<file path="src/rtl/orion_pkg.sv">
// Shared types and helpers for the orion memory-game slice: FSM states,
// default RAM geometry and the colour-code to one-hot LED/button decode.
package orion_pkg;

    localparam int DATA_W_DEF = 4;
    localparam int ADDR_W_DEF = 5;
    localparam int LEVEL_W    = 6;
    localparam int TMR_W      = 32;

    typedef enum logic [3:0] {
        ST_IDLE       = 4'd0,
        ST_GAP        = 4'd1,
        ST_FETCH_SHOW = 4'd2,
        ST_SHOW_ON    = 4'd3,
        ST_SHOW_OFF   = 4'd4,
        ST_FETCH_IN   = 4'd5,
        ST_INPUT      = 4'd6,
        ST_LEVEL_UP   = 4'd7,
        ST_WIN        = 4'd8,
        ST_FAIL       = 4'd9
    } state_t;

    function automatic logic [3:0] led_onehot(input logic [1:0] code);
        case (code)
            2'd0:    return 4'b0001;
            2'd1:    return 4'b0010;
            2'd2:    return 4'b0100;
            2'd3:    return 4'b1000;
            default: return 4'b0000;
        endcase
    endfunction

endpackage

</file>
<file path="src/rtl/cycle_timer.sv">
// Loadable down-counter. A load of N-1 on the cycle a state is entered
// makes expired fire on the N-th cycle spent in that state.
module cycle_timer #(
    parameter int W = 32
) (
    input  logic         clk,
    input  logic         rst,
    input  logic         load,
    input  logic [W-1:0] value,
    output logic         expired
);

    logic [W-1:0] count_r;

    // Count down to zero, reloading whenever load is pulsed.
    always_ff @(posedge clk) begin
        if (!rst) begin
            count_r <= '0;
        end else if (load) begin
            count_r <= value;
        end else if (count_r != '0) begin
            count_r <= count_r - W'(1);
        end
    end

    // The loading cycle still holds the stale count, so it never reports expiry.
    assign expired = !load && (count_r <= W'(1));

endmodule

</file>
<file path="src/rtl/seq_player.sv">
// Memory-game player: replays a growing prefix of the sequence RAM on the LEDs
// and checks button presses. Optional inactivity timeout under PLAYER_TIMEOUT_EN.
module seq_player
    import orion_pkg::*;
#(
    parameter int SEQ_LEN        = 32,
    parameter int ADDR_W         = ADDR_W_DEF,
    parameter int DATA_W         = DATA_W_DEF,
    parameter int ON_CYCLES      = 25_000_000,
    parameter int OFF_CYCLES     = 12_500_000,
    parameter int TIMEOUT_CYCLES = 250_000_000
) (
    input  logic               clk,
    input  logic               rst,
    input  logic               seq_ready,
    output logic [ADDR_W-1:0]  rd_addr,
    input  logic [DATA_W-1:0]  rd_data,
    input  logic [3:0]         btn,
    output logic [3:0]         led,
    output logic [LEVEL_W-1:0] level,
    output logic               busy,
    output logic               player_turn,
    output logic               win,
    output logic               fail
);

    localparam logic [TMR_W-1:0]   GAP_LD     = TMR_W'(OFF_CYCLES - 1);
    localparam logic [TMR_W-1:0]   ON_LD      = TMR_W'(ON_CYCLES - 1);
    localparam logic [TMR_W-1:0]   FETCH_LD   = TMR_W'(2);
    localparam logic [LEVEL_W-1:0] LAST_LEVEL = LEVEL_W'(SEQ_LEN);

    state_t             state_r;
    logic [ADDR_W-1:0]  idx_r;
    logic [1:0]         exp_r;
    logic               tmr_load_r;
    logic [TMR_W-1:0]   tmr_value_r;
    logic               tmr_expired_s;
    logic               more_s;
    logic               match_s;
    logic               unused_rd_s;

    // Only the low two data bits carry a colour code.
    assign unused_rd_s = ^rd_data[DATA_W-1:2];
    assign more_s      = (LEVEL_W'(idx_r) + LEVEL_W'(1)) < level;
    assign match_s     = (btn == led_onehot(exp_r));

    cycle_timer #(.W(TMR_W)) u_phase_timer (
        .clk     (clk),
        .rst     (rst),
        .load    (tmr_load_r),
        .value   (tmr_value_r),
        .expired (tmr_expired_s)
    );

`ifdef PLAYER_TIMEOUT_EN
    localparam logic [TMR_W-1:0] TO_LD = TMR_W'(TIMEOUT_CYCLES - 1);
    logic to_load_r;
    logic to_expired_s;

    cycle_timer #(.W(TMR_W)) u_timeout_timer (
        .clk     (clk),
        .rst     (rst),
        .load    (to_load_r),
        .value   (TO_LD),
        .expired (to_expired_s)
    );
`else
    localparam int unused_timeout_cycles = TIMEOUT_CYCLES;
`endif

    // Game FSM; every output is a register updated alongside the state.
    always_ff @(posedge clk) begin
        if (!rst) begin
            state_r     <= ST_IDLE;
            idx_r       <= '0;
            exp_r       <= 2'd0;
            tmr_load_r  <= 1'b0;
            tmr_value_r <= '0;
            rd_addr     <= '0;
            led         <= 4'b0000;
            level       <= '0;
            busy        <= 1'b0;
            player_turn <= 1'b0;
            win         <= 1'b0;
            fail        <= 1'b0;
`ifdef PLAYER_TIMEOUT_EN
            to_load_r   <= 1'b0;
`endif
        end else begin
            tmr_load_r <= 1'b0;
`ifdef PLAYER_TIMEOUT_EN
            to_load_r  <= 1'b0;
`endif
            case (state_r)
                ST_IDLE: begin
                    if (seq_ready) begin
                        win         <= 1'b0;
                        fail        <= 1'b0;
                        level       <= LEVEL_W'(1);
                        idx_r       <= '0;
                        busy        <= 1'b1;
                        tmr_load_r  <= 1'b1;
                        tmr_value_r <= GAP_LD;
                        state_r     <= ST_GAP;
                    end
                end
                ST_GAP: begin
                    if (tmr_expired_s) begin
                        rd_addr     <= idx_r;
                        tmr_load_r  <= 1'b1;
                        tmr_value_r <= FETCH_LD;
                        state_r     <= ST_FETCH_SHOW;
                    end
                end
                ST_FETCH_SHOW: begin
                    if (tmr_expired_s) begin
                        exp_r       <= rd_data[1:0];
                        led         <= led_onehot(rd_data[1:0]);
                        tmr_load_r  <= 1'b1;
                        tmr_value_r <= ON_LD;
                        state_r     <= ST_SHOW_ON;
                    end
                end
                ST_SHOW_ON: begin
                    if (tmr_expired_s) begin
                        led         <= 4'b0000;
                        tmr_load_r  <= 1'b1;
                        tmr_value_r <= GAP_LD;
                        state_r     <= ST_SHOW_OFF;
                    end
                end
                ST_SHOW_OFF: begin
                    if (tmr_expired_s) begin
                        tmr_load_r  <= 1'b1;
                        tmr_value_r <= FETCH_LD;
                        if (more_s) begin
                            idx_r   <= idx_r + ADDR_W'(1);
                            rd_addr <= idx_r + ADDR_W'(1);
                            state_r <= ST_FETCH_SHOW;
                        end else begin
                            idx_r   <= '0;
                            rd_addr <= '0;
                            state_r <= ST_FETCH_IN;
                        end
                    end
                end
                ST_FETCH_IN: begin
                    if (tmr_expired_s) begin
                        exp_r       <= rd_data[1:0];
                        player_turn <= 1'b1;
                        state_r     <= ST_INPUT;
`ifdef PLAYER_TIMEOUT_EN
                        to_load_r   <= 1'b1;
`endif
                    end
                end
                ST_INPUT: begin
                    if (btn != 4'b0000) begin
                        player_turn <= 1'b0;
                        if (match_s) begin
                            if (more_s) begin
                                idx_r       <= idx_r + ADDR_W'(1);
                                rd_addr     <= idx_r + ADDR_W'(1);
                                tmr_load_r  <= 1'b1;
                                tmr_value_r <= FETCH_LD;
                                state_r     <= ST_FETCH_IN;
                            end else begin
                                state_r     <= ST_LEVEL_UP;
                            end
                        end else begin
                            fail    <= 1'b1;
                            busy    <= 1'b0;
                            state_r <= ST_FAIL;
                        end
                    end
`ifdef PLAYER_TIMEOUT_EN
                    else if (to_expired_s) begin
                        player_turn <= 1'b0;
                        fail        <= 1'b1;
                        busy        <= 1'b0;
                        state_r     <= ST_FAIL;
                    end
`endif
                end
                ST_LEVEL_UP: begin
                    if (level == LAST_LEVEL) begin
                        win     <= 1'b1;
                        busy    <= 1'b0;
                        state_r <= ST_WIN;
                    end else begin
                        level       <= level + LEVEL_W'(1);
                        idx_r       <= '0;
                        tmr_load_r  <= 1'b1;
                        tmr_value_r <= GAP_LD;
                        state_r     <= ST_GAP;
                    end
                end
                ST_WIN, ST_FAIL: begin
                    state_r <= ST_IDLE;
                end
                default: begin
                    state_r <= ST_IDLE;
                end
            endcase
        end
    end

endmodule

</file>
<file path="config.mk">
export PLATFORM = sky130hd
export DESIGN_NAME = seq_player
export DESIGN_NICKNAME = d
export VERILOG_FILES = /design/src/rtl/orion_pkg.sv /design/src/rtl/cycle_timer.sv /design/src/rtl/seq_player.sv
export SDC_FILE = /design/constraint.sdc
export NUM_CORES = 1
export LEC_CHECK = 0
export ABC_AREA = 1
export BUFFER_PORTS_ARGS = -buffer_cell sky130_fd_sc_hd__buf_2
export CAP_MARGIN = 20
export CORE_MARGIN = 3
export CORE_UTILIZATION = 50
export DETAILED_ROUTE_END_ITERATION = 10
export MAX_ROUTING_LAYER = met4
export PLACE_DENSITY = 0.68
export SETUP_SLACK_MARGIN = 0.5
export SLEW_MARGIN = 20
export SYNTH_ARGS = -nofsm -noshare
export SYNTH_HDL_FRONTEND = slang
export SYNTH_SLANG_ARGS = --single-unit
</file>
<file path="constraint.sdc">
create_clock -name clk -period 3.6 [get_ports clk]
set_clock_uncertainty 0.2 [all_clocks]
set_input_delay 0.54 -clock clk [delete_from_list [all_inputs] [get_ports clk]]
set_output_delay 0.54 -clock clk [all_outputs]
set_load 0.1 [all_outputs]
</file>
==> run summary, run 1 <==
Worst setup SP type = flop
area of the die = 9090 µm²
antenna violations before repair = 0
routed len/inst = 11.7 µm
number of cell rows = 31
estimated wirelength of the detail-placed design = 6.82 mm
insertion delay to the later sink of the worst-skew pair = 340 ps
H-tree level count = 3
layout-stage area growth over the synthesis result = 10.6%
number of buffers on the longest clock path = 2
Num CTS Buffers = 9
final hold violation count = 0
Yosys top cell area share = 33.6%
Overflow after GRT = 0
largest net degree at the start of global routing = 24
top library cells by usage in the layout, fill and taps aside = nand2_1, nor2_1, inv_1
Worst Path Class, Setup = reg -> reg
Final Setup Violations = 0
number of port buffers = 27
required arrival time at the worst endpoint = 3630 ps
clock-pin slew reported for the worst setup and hold paths after clock tree synthesis = 70 ps
Total Negative Setup Slacks = 0 ps
number of nets in the synthesized netlist = 637
Max rail drop VDD = 0.000426 V
I/O pin count = 30
clk sink count = 67
CP Max Fanout = 11
final layout net count = 669
die height = 95.3 µm
leading cell type in the layout, fill and taps excluded = nand2_1
DRC violations left = 0
global-route wire length before repair = 15.9 mm
instance count of the mapped netlist = 616
average cell area after synthesis = 6.48 µm²
yosys synthesis warning count = 0
Inserted Diodes = 0
Hold Path Class = reg -> reg
vias in the first global route = 3,622
global routing usage summed across all routing layers = 22.6%
Worst setup EP type = flop
Max Freq = 374 MHz
portion of the clock cycle consumed by the worst path in the final layout = 74.3%
buffer count from post-CTS setup fixing = 0
CTS tree = built
Starting Density = 53.3%
number of max-slew violations in the final report = 0
remaining max-slew budget at the tightest pin = 59.6%
unrepaired setup endpoints after global routing = false
detailed-router iteration count before antenna repair = 4
clock tree root buffer cell = clkbuf_8
Antenna Nets Post-Route = 0
leading cell types by total area after synthesis = dfxtp_1, nand2_1, nor2_1, inv_1, a21oi_1
global placement routability congestion = 0.899
Post-synth EDFFs = 0
post-synthesis cell area = 3990 µm²
Leakage Power = 2.20 nW
clock period minus final worst setup slack = 2680 ps
Tightest Pin Transition = 604 ps
number of max-cap violations = 0
data arrival at the endpoint of the critical path = 2710 ps
cell type contributing the most total cell area after synthesis = dfxtp_1
number of library cell types mapped by synthesis = 34
total of flip-flops plus latches after synthesis = 67
Routed Wire Length = 8.78 mm
fraction of the yosys area taken by sequential cells = 33.6%
Die Span X = 95.3 µm
utilization after layout = 59.0%
number of vias in the routed layout = 3,793
share of synthesized registers carrying an async set or reset = 0%
most instantiated flip-flop cell in the synthesis netlist = dfxtp_1
area inside the core boundary = 7490 µm²
number of vias per cell after detailed routing = 5.04
Pwr Density = 996 nW/µm²
fraction of layout instances using a drive strength above 1 = 15.0%
result of the run = finished, final reports clean
initial DRC count = 128
through the flow:
stage | instance area (µm²) | hold WS, ps | power [mW] | std cells | worst slack [ps]
after floorplan | 3990 | 240 | 3.36 | 616 | 851
after global placement | 4220 | 249 | 3.76 | 736 | 801
after detailed placement | 4220 | 253 | 3.80 | 736 | 739
after CTS | 4410 | 264 | 4.42 | 752 | 683
after global routing | 4410 | 285 | 4.86 | 752 | 585
final | 4410 | 261 | 4.40 | 752 | 925
where the power goes:
part	switching [mW]	leakage, nW	internal (mW)	total (mW)
clock network	0.274	0.0997	0.325	0.600
registers	0.214	0.548	0.972	1.19
logic	1.79	1.56	0.818	2.61
total	2.28	2.20	2.12	4.40
cell type report:
cell class / count / area (µm²)
Inverter: 86 / 323
Clock buffer: 15 / 186
Clock inverter: 1 / 5.00
Timing Repair Buffer: 28 / 143
Fill cell: 722 / 3070
Tap cell: 99 / 124
Sequential cell: 67 / 1340
Multi-Input combinational cell: 456 / 2290
critical path: stages, from the launching register on:
cell and delay (ps):
dfxtp_2 420, ha_1 210, nand3_1 90, xor2_1 200, inv_1 70, ha_1 270, nand2_1 80, inv_1 40
a21oi_1 210, nand2_1 140, nand2_1 90, nand3_1 110, nor2_4 260, nand2_1 80, nand2_1 70, nor2_1 40
state kept, by name (all words and copies together), names as in the netlist:
register and flops:
rd_addr 5, tmr_value_r 4, u_phase_timer.count_r 32, tmr_load_r 1, fail 1, state_r 4, exp_r 2, idx_r 5
win 1, player_turn 1, led 4, busy 1, level 6
synth_stat cells, drive strengths merged (4+ instances only):
cell	instances
a21boi	4
a21oi	46
buf	4
dfxtp	67
ha	10
inv	86
nand2	161
nand3	30
nand4	12
nor2	127
nor3	12
o21ai	31
xor2	12
per-layer routing:
metal  global-route usage [%]  vias to the layer above  share of wire [%]
li1                         -                     2013                  -
met2                     38.4                       55                 49
met3                     5.37                       17                3.3
met5                        -                        -                  0
met4                     7.57                        0                1.9
met1                     26.1                     1708                 46
timing repair:
| action | 4_1_cts | 5_1_grt |
|---|---|---|
| hold endpoints to repair | 0 | 0 |
| setup endpoints to repair | 0 | 6 |
| hold buffers | 0 | 0 |
| gates resized for setup | 0 | 2 |
kinds of logic after synthesis:
kind of cell,count (synthesis),synth area share [%]
buffers and inverters,93,9.09
adders and majority gates,10,3.14
xor gates and xnor gates,14,3.07
AOI/OAI and AO/OA,86,11.7
muxes,1,0.251
and+or+nand+nor,345,39.1
DFF,67,33.6
path summary, 6_finish.rpt:
kind,from,end,slack (ps),depth (start not counted)
setup / recovery,idx_r[0],rd_addr[4],920,15
hold reg to reg,busy,busy,260,2
hold / removal,busy,busy,260,2
setup reg to reg,idx_r[0],rd_addr[4],920,15
(Power assumes the default switching activity.)
==> run 2: changes to the inputs <==
==> constraint.sdc (replaced) <==
create_clock -name clk -period 2.7 [get_ports clk]
set_clock_uncertainty 0.2 [all_clocks]
set_input_delay 0.405 -clock clk [delete_from_list [all_inputs] [get_ports clk]]
set_output_delay 0.405 -clock clk [all_outputs]
set_load 0.1 [all_outputs]
==> run summary, run 2 (synthesis gave the netlist of run 1 again) <==
CP Max Fanout = 11
Setup WS pre-CTS = 301 ps
die height = 95.3 µm
clock-pin slew reported for the worst setup and hold paths after clock tree synthesis = 70 ps
layout-stage area growth over the synthesis result = 14.8%
Critical R2R Launch = idx_r[0]
estimated wirelength of the detail-placed design = 7.02 mm
switching power share of the total = 52.5%
Overflow after GRT = 0
clock tree root buffer cell = clkbuf_8
portion of the clock cycle consumed by the worst path in the final layout = 85.8%
Worst setup SP type = flop
number of port buffers = 27
Final Setup Violations = 0
H-tree level count = 3
area of the die = 9090 µm²
Max rail drop VDD = 0.000725 V
worst hold stages = 3
worst r2r path cells = 16
Largest register FFs = 32
clock period minus final worst setup slack = 2320 ps
DRC violations left = 0
routed len/inst = 12.4 µm
fraction of layout instances using a drive strength above 1 = 20.1%
insertion delay to the later sink of the worst-skew pair = 350 ps
detailed-router iteration count before antenna repair = 4
worst setup path start = idx_r[0]
remaining max-slew budget at the tightest pin = 52.2%
leading cell type in the layout, fill and taps excluded = nand2_1
Sw Pwr = 3.23 mW
registers with the most flip-flops = u_phase_timer.count_r (32), level (6)
Hold Buf Count CTS = 0
Die Span X = 95.3 µm
Inserted Diodes = 0
data arrival at the endpoint of the critical path = 2360 ps
Cell Area, Placed = 4290 µm²
Antenna Nets Post-Route = 0
CTS tree = built
internal power = 2.92 mW
sequential power share = 25.9%
most flop-heavy register = u_phase_timer.count_r
Worst setup EP type = flop
initial DRC count = 142
Starting Density = 53.3%
final hold violation count = 0
number of cell rows = 31
final layout net count = 679
global placement routability congestion = 0.912
largest net degree at the start of global routing = 24
Worst Path Class, Setup = reg -> reg
global-route wire length before repair = 15.8 mm
Leakage Power = 2.25 nW
unrepaired setup endpoints after global routing = true
Num CTS Buffers = 9
global routing usage summed across all routing layers = 22.7%
Routed Wire Length = 9.40 mm
least setup slack across all paths after layout = 384 ps
number of max-cap violations = 0
summed area of non-filler cells in the final layout = 4580 µm²
result of the run = finished, final reports clean
Clock Power Share = 12.2%
Max Freq = 432 MHz
vias in the first global route = 3,593
number of vias in the routed layout = 3,854
Hold Path Class = in -> reg
required arrival time at the worst endpoint = 2750 ps
antenna violations before repair = 0
number of vias per cell after detailed routing = 5.07
clk sink count = 67
Tightest Pin Transition = 715 ps
area inside the core boundary = 7490 µm²
Total Negative Setup Slacks = 0 ps
I/O pin count = 30
number of buffers on the longest clock path = 2
Hold Path Origin = rd_data[1]
number of max-slew violations in the final report = 0
Pwr Density = 1340 nW/µm²
top library cells by usage in the layout, fill and taps aside = nand2_1, nor2_1, inv_1
combinational share of power = 61.9%
utilization after layout = 61.2%
==> run 2: path summary, 6_finish.rpt <==
path                              endpoint  slack [ps]
worst min-delay path                led[2]         160
worst max register to register  rd_addr[2]         380
worst max-delay path            rd_addr[2]         380
worst min register to register      led[3]         270
==> run 2: stage by stage <==
step                power, mW  hold slack (ps)  cells
finish                   6.15              164    760
global route             6.69              170    760
CTS                      6.04              151    759
detailed placement       5.18              256    739
global placement         5.10              248    739
floorplan                4.54              240    616
==> run 2: timing repair <==
action / 4_1_cts / 5_1_grt
setup endpoints to repair: 21 / 24
pin swaps: 10 / 8
buffers inserted: 6 / 1
cloned: 0 / 0
resized for setup: 4 / 14
==> run 2: area by class of cell <==
type	instances	area, µm²
Clock buffer	12	155
Clock inverter	2	11.3
Sequential cell	67	1370
Multi-Input combinational cell	456	2380
Inverter	86	323
Timing Repair Buffer	38	221
Tap cell	99	124
Fill cell	704	2900
==> run 2: power by group through the flow <==
stage / combinational, mW / clock (mW) / sequential (mW)
2_1_floorplan: 2.58 / 0 / 1.96
3_3_place_gp: 3.50 / 0 / 1.60
3_5_place_dp: 3.57 / 0 / 1.61
4_1_cts: 3.68 / 0.773 / 1.58
5_1_grt: 4.25 / 0.808 / 1.63
6_report: 3.81 / 0.750 / 1.59
==> run 2: per-layer routing <==
layer | vias to the layer above | part of all wire (%) | wire length (µm) | GRT usage (%)
li1 | 2035 | - | - | -
met1 | 1747 | 46 | 4310 | 25.7
met2 | 58 | 49 | 4610 | 39.1
met3 | 14 | 3.6 | 343 | 4.66
met4 | 0 | 1.5 | 145 | 8.77
met5 | - | 0 | 0 | -
==> run 2: worst max-delay path, cell delays in order (launching register included) <==
cell and delay (ps):
dfxtp_4 360, ha_4 160, nand3_2 80, xor2_2 150, inv_1 60, ha_1 260, nand2_1 70, inv_1 50
a21oi_2 160, nand2_2 110, nand2_1 80, nand3_1 80, nor2_2 100, buf_6 140, nand2_1 50, nand2_1 50
nor2_1 40
